==> src/rtl/clk_meter.sv <==
// Gated frequency meter: counts meas_clk rising edges over GATE_CYCLES clk_in1 cycles.
// Define CLK_METER_FILTER_EN to add a 2-sample glitch filter after the synchronizer.
module clk_meter #(
    parameter int unsigned GATE_CYCLES = 100000,
    parameter int unsigned CNT_W       = 24
) (
    input  logic             clk_in1,
    input  logic             rst_n,
    input  logic             meas_clk,
    input  logic             en,
    output logic [CNT_W-1:0] freq_cnt,
    output logic             valid,
    output logic             ovf,
    output logic             no_clk
);

    localparam int unsigned      GW        = 25;
    localparam logic [GW-1:0]    GATE_LAST = GW'(GATE_CYCLES - 1);
    localparam logic [CNT_W-1:0] CNT_MAX   = '1;

    typedef enum logic [1:0] {
        IDLE,
        MEASURE,
        REPORT
    } state_e;

    state_e           state_q, state_d;
    logic [GW-1:0]    gate_q, gate_d;
    logic [CNT_W-1:0] cnt_q, cnt_d;
    logic             sat_q, sat_d;
    logic [CNT_W-1:0] freq_q, freq_d;
    logic             ovf_q, ovf_d;
    logic             noclk_q, noclk_d;
    logic             valid_q, valid_d;

    logic sync1_q, sync2_q, prev_q;
    logic lvl;
    logic edge_det;

`ifdef CLK_METER_FILTER_EN
    logic filt_q;

    // Level is accepted only when both synchronizer stages agree.
    always_ff @(posedge clk_in1 or negedge rst_n) begin
        if (!rst_n) begin
            filt_q <= 1'b0;
        end else if (sync1_q == sync2_q) begin
            filt_q <= sync2_q;
        end
    end

    assign lvl = filt_q;
`else
    assign lvl = sync2_q;
`endif

    always_ff @(posedge clk_in1 or negedge rst_n) begin
        if (!rst_n) begin
            sync1_q <= 1'b0;
            sync2_q <= 1'b0;
            prev_q  <= 1'b0;
        end else begin
            sync1_q <= meas_clk;
            sync2_q <= sync1_q;
            prev_q  <= lvl;
        end
    end

    assign edge_det = lvl & ~prev_q;

    always_ff @(posedge clk_in1 or negedge rst_n) begin
        if (!rst_n) begin
            state_q <= IDLE;
            gate_q  <= '0;
            cnt_q   <= '0;
            sat_q   <= 1'b0;
            freq_q  <= '0;
            ovf_q   <= 1'b0;
            noclk_q <= 1'b0;
            valid_q <= 1'b0;
        end else begin
            state_q <= state_d;
            gate_q  <= gate_d;
            cnt_q   <= cnt_d;
            sat_q   <= sat_d;
            freq_q  <= freq_d;
            ovf_q   <= ovf_d;
            noclk_q <= noclk_d;
            valid_q <= valid_d;
        end
    end

    always_comb begin
        state_d = state_q;
        gate_d  = gate_q;
        cnt_d   = cnt_q;
        sat_d   = sat_q;
        freq_d  = freq_q;
        ovf_d   = ovf_q;
        noclk_d = noclk_q;
        valid_d = 1'b0;

        case (state_q)
            IDLE: begin
                if (en) begin
                    state_d = MEASURE;
                    gate_d  = '0;
                    cnt_d   = '0;
                    sat_d   = 1'b0;
                end
            end
            MEASURE: begin
                if (!en) begin
                    state_d = IDLE;
                end else begin
                    gate_d = gate_q + 1'b1;
                    if (edge_det) begin
                        // An edge arriving at full scale is lost and marks the window saturated.
                        if (cnt_q == CNT_MAX) begin
                            sat_d = 1'b1;
                        end else begin
                            cnt_d = cnt_q + 1'b1;
                        end
                    end
                    if (gate_q == GATE_LAST) begin
                        state_d = REPORT;
                    end
                end
            end
            REPORT: begin
                freq_d  = cnt_q;
                ovf_d   = sat_q;
                noclk_d = (cnt_q == '0);
                valid_d = 1'b1;
                gate_d  = '0;
                // An edge seen during the report cycle seeds the next window.
                cnt_d   = CNT_W'(edge_det);
                sat_d   = 1'b0;
                state_d = en ? MEASURE : IDLE;
            end
            default: begin
                state_d = IDLE;
            end
        endcase
    end

    assign freq_cnt = freq_q;
    assign valid    = valid_q;
    assign ovf      = ovf_q;
    assign no_clk   = noclk_q;

endmodule
==> config.mk <==
export PLATFORM = sky130hd
export DESIGN_NAME = clk_meter
export DESIGN_NICKNAME = d
export VERILOG_FILES = /design/src/rtl/clk_meter.sv
export SDC_FILE = /design/constraint.sdc
export NUM_CORES = 1
export LEC_CHECK = 0
export ABC_AREA = 0
export CORE_ASPECT_RATIO = 0.9
export CORE_MARGIN = 5
export CORE_UTILIZATION = 60
export DETAILED_ROUTE_END_ITERATION = 8
export HOLD_SLACK_MARGIN = 0.15
export PLACE_DENSITY_LB_ADDON = 0.3
export SLEW_MARGIN = 10
export SYNTH_ARGS = -nofsm -noshare
export SYNTH_HDL_FRONTEND = slang
export SYNTH_SLANG_ARGS = --single-unit
==> constraint.sdc <==
create_clock -name clk_in1 -period 3.45 [get_ports clk_in1]
set_clock_uncertainty 0.05 [all_clocks]
set_input_delay 0.69 -clock clk_in1 [delete_from_list [all_inputs] [get_ports clk_in1]]
set_output_delay 0.69 -clock clk_in1 [all_outputs]
set_load 0.01 [all_outputs]
Word level (Yosys, flattened, before mapping)
Cells that the tools add are included.
{"block": "classes", "add_sub_neg": 2, "bitwise_logic": 2, "n_eq_ne": 10, "mux": 19, "reduce_logical": 7}
{"operator": "$mux 24", "count": 4}
{"operator": "$pmux 25 s3", "count": 1}
{"operator": "$pmux 24 s3", "count": 1}
{"operator": "$mux 25", "count": 2}
{"operator": "$add 25x1->25 const B", "count": 1}
{"operator": "$eq 25x17->1 const B", "count": 1}
{"operator": "$add 24x1->24 const B", "count": 1}
{"operator": "$eq 24x24->1 const B", "count": 1}
{"operator": "$logic_not 24->1", "count": 1}
{"operator": "$ne 2x2->1 const B", "count": 5}
{"operator": "$reduce_and 5->1", "count": 2}
{"operator": "$mux 1", "count": 6}
{"operator": "$mux 2", "count": 3}
{"operator": "$pmux 2 s3", "count": 1}
{"operator": "$ne 3x3->1 const B", "count": 1}
{"operator": "$pmux 1 s3", "count": 1}
{"operator": "$reduce_and 3->1", "count": 1}
{"operator": "$reduce_bool 3->1", "count": 1}
{"operator": "$eq 2x1->1 const B", "count": 1}
{"operator": "$eq 2x2->1 const B", "count": 1}
{"operator": "$logic_not 2->1", "count": 1}
{"operator": "$reduce_and 2->1", "count": 1}
{"operator": "$and 1x1->1", "count": 1}
{"operator": "$not 1->1", "count": 1}
{"block": "totals", "ff_bits": 82, "word_cells": 51, "in_bits": 4, "output_inout_bits": 27}

Logic depth before layout (Yosys ltp)
{"block": "depth", "ltp_word": 5, "ltp_mapped": 9, "ltp_nobuf": 7}

Worst setup path before layout
Ideal clock, no wire load.
{"block": "synth_path", "path_kind": "input -> register", "startpoint": "input en", "endpoint": "register cnt_q[9]", "required_time_ns": 3.318, "path_stages": 7, "setup_slack_ns": 1.226, "t_arrival_ns": 2.092, "setup_ns": 0.082, "n_path_buf": 2, "cell_sequence": "buf_4 > o21ba_2 > or4_4 > a21oi_4 > buf_6 > a21oi_1 > a31oi_1"}
{"block": "synth_via", "elab_chain_cells": 2, "elab_cells_between_ends": 3, "cone_classes": "eq/ne: 2; reduce/logical: 1"}
{"element": "start: declaration", "line_no": "10", "text": "input logic en,"}
{"element": "$ne 2x2->1 (no source line)"}
{"element": "$reduce_and 5->1 (no source line) (*)"}
{"element": "end signal: assignment", "line_no": "84", "text": "cnt_q <= cnt_d;"}
{"element": "end: declaration", "line_no": "29", "text": "logic [CNT_W-1:0] cnt_q, cnt_d;"}
Mark *: on every way between the ends. The rest lies on a longest branch, timed or not.
A chain may end at the register's enable or synchronous reset.

Worst setup path after layout
{"block": "layout_path", "startpoint": "register state_q[1]", "endpoint": "register cnt_q[11]"}
{"block": "layout_via", "elab_chain_cells": 3, "elab_cells_between_ends": 10, "cone_classes": "eq/ne: 6; mux: 1; reduce/logical: 3"}
{"element": "start: declaration", "line_no": "27", "text": "state_e state_q, state_d;"}
{"element": "start signal: assignment", "line_no": "82", "text": "state_q <= state_d;"}
{"element": "$eq 2x1->1, or another cell as far along", "line_no": "103", "text": "case (state_q)"}
{"element": "$ne 2x2->1 (no source line) / $reduce_bool 3->1 (equally long branches)"}
{"element": "$reduce_and 5->1 (no source line)"}
Parallel ways exist; a longest one is shown, timed or not.

==> results.json <==
{
  "drt_pass1_iterations": 5,
  "fin_crit_sh_pct": 78.80,
  "max_cap_viol_count": 0,
  "synth_flop_cell": "dfrtp_1",
  "arrival_ns": 2.95,
  "final_nets": 447,
  "synth_area_leader_cell": "dfrtp_1",
  "drt-initial-drc-count": 261,
  "dpl.hpwl_mm": 6.184,
  "die_area_sq_um": 8818,
  "p_leak_uw": 0.002053,
  "numCtsBuffers": 9,
  "crit_type": "reg -> reg",
  "ctsHoldBuffers": 0,
  "instances_no_fill": 534,
  "placed_area_sq_um": 4563,
  "relSlewSlack_pct": 33.52,
  "min_to": "lvl",
  "grt_max_degree": 83,
  "min_path_type": "reg -> reg",
  "vias": 3296,
  "synth_nets": 422,
  "async_flop_share_pct": 100.0,
  "gp_congestion": 0.8544,
  "timing.final.ws_setup_ns": 0.7313,
  "final_area_sq_um": 4742,
  "grt_pass1_wl_mm": 15.55,
  "status": "finished, final reports clean",
  "setup_tns_ns": 0,
  "routed_wl_mm": 9.042,
  "cp_slowest_stage_delay_ns": 0.54,
  "synth_warnings": 0,
  "multi_input_area_sq_um": 2022,
  "reg2reg_to": "cnt_q[11]",
  "cts-root-buf": "clkbuf_8",
  "post-place-ws_ns": 0.3889,
  "powerDensity_nw_per_um2": 473.4,
  "drive_gt1_share_pct": 15.42,
  "netlist_area_sq_um": 4223,
  "rows": 29,
  "grt_setup_unrepaired": "false",
  "yosys-top-cells-area": "dfrtp_1, mux2_2, nand2_1, a31oi_1, nor2_1",
  "avgSynthCellArea_sq_um": 10.27,
  "fmax_ghz": 0.3678,
  "worst_path_dominant_cell_family": "compound AO/OA/AOI/OAI gates",
  "cp.required_ns": 3.68,
  "area_growth_pct": 12.30,
  "grt_pass1_vias": 3204,
  "endpoint_kind": "flop",
  "num_antenna_cells": 0,
  "drv_slew": 0,
  "place_inst": 518,
  "grt-ovfl-total": 0,
  "hold_violations": 0,
  "worst_pin_slew_ns": 0.9973,
  "cp_max_fo": 18,
  "synth.distinct_cells": 53,
  "synth_edf_count": 0,
  "ff2ff_setup_slack_ns": 0.73,
  "whs_path_depth": 0,
  "final.min_clock_period_ns": 2.719,
  "fillCellCount": 553,
  "vias_per_cell": 6.172,
  "fin_util_pct": 68.07,
  "start_util_pct": 60.61,
  "ant_nets": 0,
  "top_level_ports": 31,
  "die_w_um": 98.43,
  "ff2ff_path_depth": 7,
  "synth_top_area_share_pct": 48.59,
  "grt.total_usage_pct": 22.13,
  "coreArea_sq_um": 6967,
  "cts_buffer_depth": 2,
  "ys_ff_latch": 82,
  "worst_path_max_delay_cell": "or4_4",
  "cts_resized": 0,
  "antenna_found_initial": 0,
  "seq_area_frac_synth_pct": 48.59,
  "setup_violations": 0,
  "h-tree-depth": 3,
  "cts_tree": "done",
  "crit_chain": "inv_1 -> ha_1 -> o21ba_2 -> or4_4 -> a21oi_4 -> a41oi_1 -> a31oi_1",
  "drcViolationCount": 0,
  "wire_per_inst_um": 16.93,
  "critPathBufInv": 1,
  "ff_latch_area_sq_um": 2052,
  "startpoint_type": "flop",
  "clkLatencyLatePin_ns": 0.37,
  "die_h_um": 89.59,
  "clock-sinks": 82,
  "cts_setup_buffers": 0,
  "syn_inst": 411,
  "ir_drop_mv": 0.3399,
  "portBuffers": 30,
  "r2r-start": "state_q[1]",
  "clk_pin_slew_ns": 0.09,
  "min_from": "sync1_q"
}
placed cells by master, fill, tap and decap left out, types with 3 or more instances in the layout:
master           Yosys  final
nor2_1              33     33
a21oi_1             18     18
a221oi_1             4      4
buf_4                1      5
a21o_1               3      3
nor3_1               5      5
nor4_4               3      3
clkinv_4             0      3
a41oi_1              5      5
o2bb2ai_1            3      3
nor4_1              10     10
xor2_1               9      9
ha_1                 7      7
mux2i_1              7      7
nand3_1             17     17
and2_1               5      5
inv_1               12     12
or2_2                4      4
clkdlybuf4s50_1      0     29
nand2_1             40     40
and4_1               4      4
o21ai_1              3      3
clkbuf_8             0      9
dfrtp_1             82     82
mux2_2              26     26
or3_1                6      6
a31oi_1             21     21
nor2b_1              3      3
o21ai_0             18     18
and3_1               5      5
nand4_1             10     10
layer usage:
layer / track usage, % / wire length (um) / up-vias
met5: 0 / 0 / -
met4: 6.700 / 109 / 0
met3: 5.792 / 419 / 13
met2: 32.47 / 4114 / 77
met1: 32.53 / 4398 / 1647
li1: - / - / 1559
worst max path at each step:
stage	startpoint	end	slack, ns	depth (start not counted)
after floorplan	en	cnt_q[9]	1.23	7
after global placement	en	cnt_q[11]	0.46	6
after detailed placement	en	cnt_q[12]	0.39	6
after CTS	state_q[1]	cnt_q[23]	0.74	7
after global routing	state_q[1]	cnt_q[17]	0.53	7
final	state_q[1]	cnt_q[11]	0.73	7
through the flow:
stage,power (uW),hold WS [ns]
floorplan,1484,0.2812
finish,2245,0.3049
global placement,1599,0.2823
global route,2379,0.3329
CTS,2258,0.3086
detailed placement,1622,0.2901
synthesized netlist by cell type (all sizes together) (2+ instances only):
cell type,number
and4,4
o21ai,21
or3,6
o2bb2ai,3
nor2,33
xor2,9
inv,12
and2,5
buf,11
dfrtp,82
nor4,14
nor3,5
mux2,26
or2,4
and3,5
nand2,40
nor2b,3
clkbuf,9
a211oi,2
a31o,2
nand4,12
nand3,18
ha,7
a221oi,4
o22ai,2
o21a,2
a41oi,5
mux2i,7
nor3b,2
a21oi,20
a21o,4
a31oi,21
or4,2
xnor2,2
state kept, by name, summed over array words and instances (netlist names):
| name | cells |
|---|---|
| cnt_q | 24 |
| freq_cnt | 24 |
| gate_q | 25 |
| lvl | 1 |
| no_clk | 1 |
| ovf | 1 |
| prev_q | 1 |
| sat_q | 1 |
| state_q | 2 |
| sync1_q | 1 |
| valid | 1 |
final cells by class:
type | count | area share (%)
timing repair buffer | 34 | 6.913
sequential | 82 | 43.27
clock inverter | 7 | 1.161
inverter | 12 | 0.9499
tap | 93 | 2.454
multi-input combinational | 297 | 42.64
clock buffer | 9 | 2.612
power by group:
part | internal [uW] | switching, uW
Combinational | 186 | 331
Clock | 266 | 373
Sequential | 1010 | 77.3
Total | 1460 | 781
kinds of logic after synthesis:
family | after synthesis | synth area share [%]
and+or+nand+nor | 155 | 20.47
AOI/OAI and AO/OA | 91 | 14.46
DFF | 82 | 48.59
muxes | 33 | 8.593
buffers and inverters | 32 | 3.526
xor gates and xnor gates | 11 | 2.282
adders and majority gates | 7 | 2.074
worst reg2reg max path: stages (launching register included):
cell and delay (ns):
dfrtp_1 0.40, inv_1 0.09, ha_1 0.40, o21ba_2 0.35
or4_4 0.55, a21oi_4 0.44, a41oi_1 0.19, a31oi_1 0.16
(Power assumes the default switching activity.)
